## config.mk

```make
export PLATFORM = sky130hd
export DESIGN_NAME = id_ex_stage
export DESIGN_NICKNAME = d
export VERILOG_FILES = /design/src/rtl/alu_pkg.sv /design/src/rtl/inst_decode.sv /design/src/rtl/id_ex_stage.sv
export SDC_FILE = /design/constraint.sdc
export NUM_CORES = 1
export LEC_CHECK = 0
export CAP_MARGIN = 25
export CORE_UTILIZATION = 49
export CTS_BUF_LIST = sky130_fd_sc_hd__clkbuf_4
export DETAILED_ROUTE_END_ITERATION = 16
export PLACE_DENSITY = 0.89
export SLEW_MARGIN = 15
export SYNTH_ARGS = -nofsm -noshare
export SYNTH_HDL_FRONTEND = slang
export SYNTH_SLANG_ARGS = --single-unit
```

## constraint.sdc

```tcl
create_clock -name clk -period 4.7 [get_ports clk]
set_input_delay 0.94 -clock clk [delete_from_list [all_inputs] [get_ports clk]]
set_output_delay 0.94 -clock clk [all_outputs]
set_load 0.05 [all_outputs]
```

## src/rtl/alu_pkg.sv

```systemverilog
// Shared ALU function encodings, MIPS opcode/funct constants and the decoded-control record.
// Used by the ID/EX stage, its decoder and the ALU.
package alu_pkg;

  typedef enum logic [5:0] {
    AluAdd = 6'b000000,
    AluSub = 6'b000001,
    AluAnd = 6'b011000,
    AluOr  = 6'b011110,
    AluXor = 6'b010110,
    AluNor = 6'b010001,
    AluSll = 6'b100000,
    AluSrl = 6'b100001,
    AluSra = 6'b100011,
    AluEq  = 6'b110011,
    AluLt  = 6'b110101
  } alu_fun_e;

  localparam logic [5:0] OpRtype = 6'h00;
  localparam logic [5:0] OpBeq   = 6'h04;
  localparam logic [5:0] OpAddi  = 6'h08;
  localparam logic [5:0] OpAddiu = 6'h09;
  localparam logic [5:0] OpSlti  = 6'h0a;
  localparam logic [5:0] OpSltiu = 6'h0b;
  localparam logic [5:0] OpAndi  = 6'h0c;
  localparam logic [5:0] OpLui   = 6'h0f;
  localparam logic [5:0] OpLw    = 6'h23;
  localparam logic [5:0] OpSw    = 6'h2b;

  localparam logic [5:0] FnSll  = 6'h00;
  localparam logic [5:0] FnSrl  = 6'h02;
  localparam logic [5:0] FnSra  = 6'h03;
  localparam logic [5:0] FnAdd  = 6'h20;
  localparam logic [5:0] FnAddu = 6'h21;
  localparam logic [5:0] FnSub  = 6'h22;
  localparam logic [5:0] FnSubu = 6'h23;
  localparam logic [5:0] FnAnd  = 6'h24;
  localparam logic [5:0] FnOr   = 6'h25;
  localparam logic [5:0] FnXor  = 6'h26;
  localparam logic [5:0] FnNor  = 6'h27;
  localparam logic [5:0] FnSlt  = 6'h2a;
  localparam logic [5:0] FnSltu = 6'h2b;

  // Operand A source: forwarded rs, the decoded immediate (shamt for shifts), or zero (lui)
  typedef enum logic [1:0] {
    ASelRs   = 2'd0,
    ASelImm  = 2'd1,
    ASelZero = 2'd2
  } a_sel_e;

  typedef struct packed {
    logic        legal;
    alu_fun_e    alu_fun;
    logic        alu_sign;
    logic [4:0]  rs;
    logic [4:0]  rt;
    logic        use_rs;
    logic        use_rt;
    a_sel_e      a_sel;
    logic        b_imm;
    logic [31:0] imm;
    logic [4:0]  rd;
    logic        reg_wr;
    logic        mem_rd;
    logic        mem_wr;
  } dec_ctrl_t;

  localparam int unsigned DecCtrlW = $bits(dec_ctrl_t);

endpackage

```

## src/rtl/inst_decode.sv

```systemverilog
// Combinational instruction decoder: turns a 32-bit MIPS word into the decoded-control record.
// Unrecognised encodings come out as an all-zero record with legal=0.
module inst_decode
  import alu_pkg::*;
(
  input  logic [31:0]         instr_i,
  output logic [DecCtrlW-1:0] ctrl_o
);

  dec_ctrl_t ctrl;

  always_comb begin
    ctrl       = '0;
    ctrl.legal = 1'b1;
    ctrl.rs    = instr_i[25:21];
    ctrl.rt    = instr_i[20:16];
    ctrl.a_sel = ASelRs;
    case (instr_i[31:26])
      OpRtype: begin
        ctrl.use_rs = 1'b1;
        ctrl.use_rt = 1'b1;
        ctrl.rd     = instr_i[15:11];
        case (instr_i[5:0])
          FnAdd:  begin ctrl.alu_fun = AluAdd; ctrl.alu_sign = 1'b1; end
          FnAddu: ctrl.alu_fun = AluAdd;
          FnSub:  begin ctrl.alu_fun = AluSub; ctrl.alu_sign = 1'b1; end
          FnSubu: ctrl.alu_fun = AluSub;
          FnAnd:  ctrl.alu_fun = AluAnd;
          FnOr:   ctrl.alu_fun = AluOr;
          FnXor:  ctrl.alu_fun = AluXor;
          FnNor:  ctrl.alu_fun = AluNor;
          FnSlt:  begin ctrl.alu_fun = AluLt; ctrl.alu_sign = 1'b1; end
          FnSltu: ctrl.alu_fun = AluLt;
          FnSll, FnSrl, FnSra: begin
            // Shifts take shamt on A and never read rs
            ctrl.use_rs = 1'b0;
            ctrl.a_sel  = ASelImm;
            ctrl.imm    = {27'b0, instr_i[10:6]};
            if (instr_i[5:0] == FnSll) begin
              ctrl.alu_fun = AluSll;
            end else if (instr_i[5:0] == FnSrl) begin
              ctrl.alu_fun = AluSrl;
            end else begin
              ctrl.alu_fun = AluSra;
            end
          end
          default: ctrl.legal = 1'b0;
        endcase
      end
      OpAddi, OpAddiu, OpSlti, OpSltiu, OpLw: begin
        ctrl.use_rs   = 1'b1;
        ctrl.b_imm    = 1'b1;
        ctrl.imm      = {{16{instr_i[15]}}, instr_i[15:0]};
        ctrl.rd       = instr_i[20:16];
        ctrl.alu_fun  = (instr_i[31:26] == OpSlti || instr_i[31:26] == OpSltiu) ? AluLt : AluAdd;
        ctrl.alu_sign = (instr_i[31:26] == OpAddi || instr_i[31:26] == OpSlti);
        ctrl.mem_rd   = (instr_i[31:26] == OpLw);
      end
      OpAndi: begin
        ctrl.use_rs  = 1'b1;
        ctrl.b_imm   = 1'b1;
        ctrl.imm     = {16'b0, instr_i[15:0]};
        ctrl.rd      = instr_i[20:16];
        ctrl.alu_fun = AluAnd;
      end
      OpLui: begin
        ctrl.a_sel   = ASelZero;
        ctrl.b_imm   = 1'b1;
        ctrl.imm     = {instr_i[15:0], 16'b0};
        ctrl.rd      = instr_i[20:16];
        ctrl.alu_fun = AluAdd;
      end
      OpSw: begin
        ctrl.use_rs  = 1'b1;
        ctrl.use_rt  = 1'b1;
        ctrl.b_imm   = 1'b1;
        ctrl.imm     = {{16{instr_i[15]}}, instr_i[15:0]};
        ctrl.alu_fun = AluAdd;
        ctrl.mem_wr  = 1'b1;
      end
      OpBeq: begin
        ctrl.use_rs  = 1'b1;
        ctrl.use_rt  = 1'b1;
        ctrl.alu_fun = AluEq;
      end
      default: ctrl.legal = 1'b0;
    endcase
    if (!ctrl.legal) begin
      ctrl = '0;
    end
    ctrl.reg_wr = ctrl.legal & (ctrl.rd != 5'd0);
  end

  assign ctrl_o = ctrl;

endmodule

```

## src/rtl/id_ex_stage.sv

```systemverilog
// ID/EX pipeline stage: operand forwarding, load-use hazard detection and the EX register.
// Bubbles clear control outputs only; datapath registers hold their previous contents.
module id_ex_stage
  import alu_pkg::*;
(
  input  logic        clk,
  input  logic        reset,
  input  logic        id_valid,
  input  logic [31:0] id_instr,
  input  logic [31:0] id_rs_data,
  input  logic [31:0] id_rt_data,
  input  logic        flush,
  input  logic        ex_wr_en,
  input  logic [4:0]  ex_wr_addr,
  input  logic [31:0] ex_result,
  input  logic        ex_mem_read,
  input  logic        mem_wr_en,
  input  logic [4:0]  mem_wr_addr,
  input  logic [31:0] mem_wr_data,
  output logic        stall_out,
  output logic [31:0] alu_a,
  output logic [31:0] alu_b,
  output logic [5:0]  alu_fun,
  output logic        alu_sign,
  output logic        ex_valid,
  output logic [4:0]  ex_rd,
  output logic        ex_reg_wr,
  output logic        ex_mem_rd,
  output logic        ex_mem_wr,
  output logic [31:0] ex_store_data,
  output logic        illegal
);

  logic [DecCtrlW-1:0] dec_bits;
  dec_ctrl_t           dec;

  inst_decode u_decode (
    .instr_i (id_instr),
    .ctrl_o  (dec_bits)
  );

  assign dec = dec_ctrl_t'(dec_bits);

  logic [31:0] rs_fwd, rt_fwd;
  logic        load_use, issue;

  // A load in EX has no result yet, so it is never a forwarding source
  always_comb begin
    rs_fwd = id_rs_data;
    if (dec.rs != 5'd0 && ex_wr_en && !ex_mem_read && ex_wr_addr == dec.rs) begin
      rs_fwd = ex_result;
    end else if (dec.rs != 5'd0 && mem_wr_en && mem_wr_addr == dec.rs) begin
      rs_fwd = mem_wr_data;
    end
    rt_fwd = id_rt_data;
    if (dec.rt != 5'd0 && ex_wr_en && !ex_mem_read && ex_wr_addr == dec.rt) begin
      rt_fwd = ex_result;
    end else if (dec.rt != 5'd0 && mem_wr_en && mem_wr_addr == dec.rt) begin
      rt_fwd = mem_wr_data;
    end
  end

  assign load_use  = id_valid & ex_mem_read & (ex_wr_addr != 5'd0) &
                     ((dec.use_rs & (ex_wr_addr == dec.rs)) |
                      (dec.use_rt & (ex_wr_addr == dec.rt)));
  assign stall_out = load_use & ~flush;
  assign issue     = id_valid & ~flush & ~load_use & dec.legal;

  logic [31:0] alu_a_d, alu_a_q, alu_b_d, alu_b_q, store_d, store_q;
  logic [5:0]  alu_fun_d, alu_fun_q;
  logic [4:0]  ex_rd_d, ex_rd_q;
  logic        alu_sign_d, alu_sign_q, ex_valid_d, ex_valid_q, ex_reg_wr_d, ex_reg_wr_q;
  logic        ex_mem_rd_d, ex_mem_rd_q, ex_mem_wr_d, ex_mem_wr_q, illegal_d, illegal_q;

  always_comb begin
    alu_a_d     = alu_a_q;
    alu_b_d     = alu_b_q;
    alu_fun_d   = alu_fun_q;
    alu_sign_d  = alu_sign_q;
    ex_rd_d     = ex_rd_q;
    store_d     = store_q;
    ex_valid_d  = 1'b0;
    ex_reg_wr_d = 1'b0;
    ex_mem_rd_d = 1'b0;
    ex_mem_wr_d = 1'b0;
    illegal_d   = id_valid & ~flush & ~dec.legal;
    if (issue) begin
      case (dec.a_sel)
        ASelRs:  alu_a_d = rs_fwd;
        ASelImm: alu_a_d = dec.imm;
        default: alu_a_d = 32'd0;
      endcase
      alu_b_d     = dec.b_imm ? dec.imm : rt_fwd;
      alu_fun_d   = dec.alu_fun;
      alu_sign_d  = dec.alu_sign;
      ex_rd_d     = dec.rd;
      store_d     = rt_fwd;
      ex_valid_d  = 1'b1;
      ex_reg_wr_d = dec.reg_wr;
      ex_mem_rd_d = dec.mem_rd;
      ex_mem_wr_d = dec.mem_wr;
    end
  end

  always_ff @(posedge clk or negedge reset) begin
    if (!reset) begin
      alu_a_q     <= '0;
      alu_b_q     <= '0;
      alu_fun_q   <= AluAdd;
      alu_sign_q  <= 1'b0;
      ex_rd_q     <= '0;
      store_q     <= '0;
      ex_valid_q  <= 1'b0;
      ex_reg_wr_q <= 1'b0;
      ex_mem_rd_q <= 1'b0;
      ex_mem_wr_q <= 1'b0;
      illegal_q   <= 1'b0;
    end else begin
      alu_a_q     <= alu_a_d;
      alu_b_q     <= alu_b_d;
      alu_fun_q   <= alu_fun_d;
      alu_sign_q  <= alu_sign_d;
      ex_rd_q     <= ex_rd_d;
      store_q     <= store_d;
      ex_valid_q  <= ex_valid_d;
      ex_reg_wr_q <= ex_reg_wr_d;
      ex_mem_rd_q <= ex_mem_rd_d;
      ex_mem_wr_q <= ex_mem_wr_d;
      illegal_q   <= illegal_d;
    end
  end

  assign alu_a         = alu_a_q;
  assign alu_b         = alu_b_q;
  assign alu_fun       = alu_fun_q;
  assign alu_sign      = alu_sign_q;
  assign ex_rd         = ex_rd_q;
  assign ex_store_data = store_q;
  assign ex_valid      = ex_valid_q;
  assign ex_reg_wr     = ex_reg_wr_q;
  assign ex_mem_rd     = ex_mem_rd_q;
  assign ex_mem_wr     = ex_mem_wr_q;
  assign illegal       = illegal_q;

endmodule

```

==> reports/summary.txt <==
WS Path Type - input port to primary output
Clock Tree Buf Depth - 2
Drt first-iter violations - 619
EDFF count, synth - 0
Worst Path Required - 3.76 ns
Final hold viol count - 0
First-pass GRT wire length - 41,500 um
Worst R2R End - ex_store_data[7]
Most frequent cells in the layout - 288 x clkdlybuf4s50_1, 113 x dfrtp_1, 93 x nand2_1
Final count of negative-setup-slack endpoints - 0
Hold-fix buffers at CTS - 0
Routed vias - 7,413
Asr flop ratio synth - 1.00
Setup ws final - 0.110 ns
Mapped Area - 7330 um^2
Fillers - 1,026
Mapped Cells - 770
Fin crit share - 0.977
Pre-CTS setup slack - 0.134 ns
CTS tree - done
Finished Cell Area - 10,900 um^2
GRT Residual Overflow - 0
Achievable Freq - 0.218 GHz
Die H - 124 um
Port Buffer Count - 290
Drt first pass iters - 5
WL/cell - 20.9 um
R2R cell count - 1
Internal reg-to-reg setup slack - 3.91 ns
H-tree depth - 4
WP data arrival - 3.65 ns
Status - finished, final reports clean
Main synth FF type - dfrtp_1
Cell Area, Placed - 10,600 um^2
Routed Antenna Nets - 0
CP max stage cell - or4b_4
Worst-path cell chain - clkdlybuf4s50_1 -> or4b_4 -> o211a_2 -> or3b_1 -> a32oi_2 -> nand2_1 -> or3_1 -> a21oi_1 -> buf_4 -> buf_12
Antenna Cells - 0
Die area - 15,400 um^2
TNS Setup - 0 ns
Final #Nets - 1,243
Final HPWL from detailed placement - 20,100 um
Relative slew slack - 0.539
CP Launch Type - input port
Initial antenna violation count - 0
RR Startpoint - ex_store_data[7]
Number of CTS-inserted buffers - 17
Multi-input combinational cell area - 4110 um^2
Core area - 14,600 um^2
Max-Cap Viols - 0
Syn nets - 947
Placer congestion estimate - 0.923
Clock sinks - 113
Share of cells above drive strength 1 - 0.165
Slew Limit Fails - 0
Peak VDD IR - 0.352 mV
PwrDens - 379 nW/um^2
Min Tclk post-route - 4.59 ns
Sequential element share of the synthesized area - 0.386
Synth Area per Inst - 9.52 um^2
Clk_skew - 0 ns
DIE WIDTH - 124 um
Leakage - 0.00475 uW
Synth warnings - 0
DRC viols - 0
Register Area - 2830 um^2
Unrepaired setup endpoints after global routing - false
Worst Setup End Kind - primary output
Area Overhead vs Synth - 49.2%
CTS clock-pin slew for the worst setup and hold paths - 0.11 ns
Post-synthesis cell type count - 67
Worst-Margin Slew - 0.682 ns
Total global-route track usage - 0.346
CP max stage delay - 0.56 ns
CP Launch Point - id_instr[31]
Initial Utilization - 0.502
HP Class - input port to asynchronous set/reset pin
Clk_lat worst skew - 0.55 ns
Pin count of the biggest net entering global routing - 76
Critical Path End - stall_out
Rows - 44
Number of global-route vias before repair - 7,454
Final wirelength - 26,300 um
Crit-path max FO - 4
# IOs - 291
Seq cells post-synth - 113
CTS Root Cell - clkbuf_4
Drt via density - 5.87
Commonest non-fill, non-tap cell in the layout - clkdlybuf4s50_1
-- cells in the mapped netlist (all sizes together) (8+ instances only) --
library cell / n / area share
a21o: 23 / 0.024
o21ai: 55 / 0.038
clkbuf: 26 / 0.013
dfrtp: 113 / 0.39
nand3: 11 / 0.0075
nand2b: 12 / 0.010
mux2: 58 / 0.092
nor4: 8 / 0.0068
buf: 37 / 0.033
o31ai: 36 / 0.055
nand2: 93 / 0.048
a22oi: 19 / 0.019
a21oi: 55 / 0.038
mux2i: 58 / 0.079
nor2: 48 / 0.025
inv: 18 / 0.0092
a211oi: 19 / 0.019
-- cell type report --
class	count	share of cell area
clock inverters	12	0.0174
multi-input cells	576	0.376
clock buffers	19	0.0130
inverters	18	0.00618
flip-flops and latches	113	0.259
well taps	184	0.0211
repair buffers	340	0.307
-- metal layers --
layer,global-route usage,up-vias,part of all wire
met4,0.161,0,0.039
li1,-,3410,-
met3,0.0958,62,0.086
met2,0.569,389,0.48
met1,0.421,3552,0.39
met5,0,-,0
-- how the worst min path moves through the flow --
stage                          from                end  slack [ns]  cells past startpoint
after floorplan               reset           alu_a[0]        0.64                      0
after global placement    alu_b[20]          alu_b[20]        0.46                      1
after detailed placement  alu_b[30]          alu_b[30]        0.47                      1
after CTS                     reset  ex_store_data[30]        0.28                      1
after global routing          reset          alu_a[21]        0.29                      1
final                         reset  ex_store_data[30]        0.29                      1
-- flip-flops by register name, indices dropped and copies added (netlist names) --
name,flops
alu_b,32
illegal,1
ex_valid,1
ex_rd,5
ex_mem_wr,1
ex_reg_wr,1
ex_mem_rd,1
ex_store_data,32
alu_fun,6
alu_a,32
alu_sign,1
-- critical path, delay by kind of cell --
kind | cells | cell delay, ns
and+or+nand+nor | 4 | 1.38
AOI/OAI and AO/OA | 3 | 0.60
buffers and inverters | 3 | 0.73
-- metrics by stage --
| step | hold WS (ns) | total power (uW) | utilization | instances |
|---|---|---|---|---|
| after floorplan | 0.644 | 2450 | - | 770 |
| final | 0.292 | 4150 | 0.749 | 1262 |
| after detailed placement | 0.469 | 3280 | 0.726 | 1230 |
| after global placement | 0.459 | 3250 | 0.726 | 1230 |
| after CTS | 0.275 | 4150 | 0.749 | 1261 |
| after global routing | 0.287 | 4300 | 0.749 | 1262 |
-- what timing repair did --
item	in CTS	in global routing
endpoints found under the setup margin	0	1
gates resized for setup	0	1
setup buffers	0	1
-- power breakdown --
group	leakage, uW	switching (uW)	internal (uW)
clock network	0.000169	395	478
logic	0.00313	1240	708
registers	0.00145	135	1190
-- logic make-up (layout without fill, tap and decap cells) --
kind of cell              Yosys count  after routing  synth area share
AOI/OAI and AO/OA                 239            239             0.238
and+or+nand+nor                   212            212             0.139
muxes                             116            116             0.171
DFF                               113            113             0.386
buffers and inverters              81            389            0.0555
xor gates and xnor gates            9              9            0.0108
Note: power is estimated with default switching activity, not from simulation.
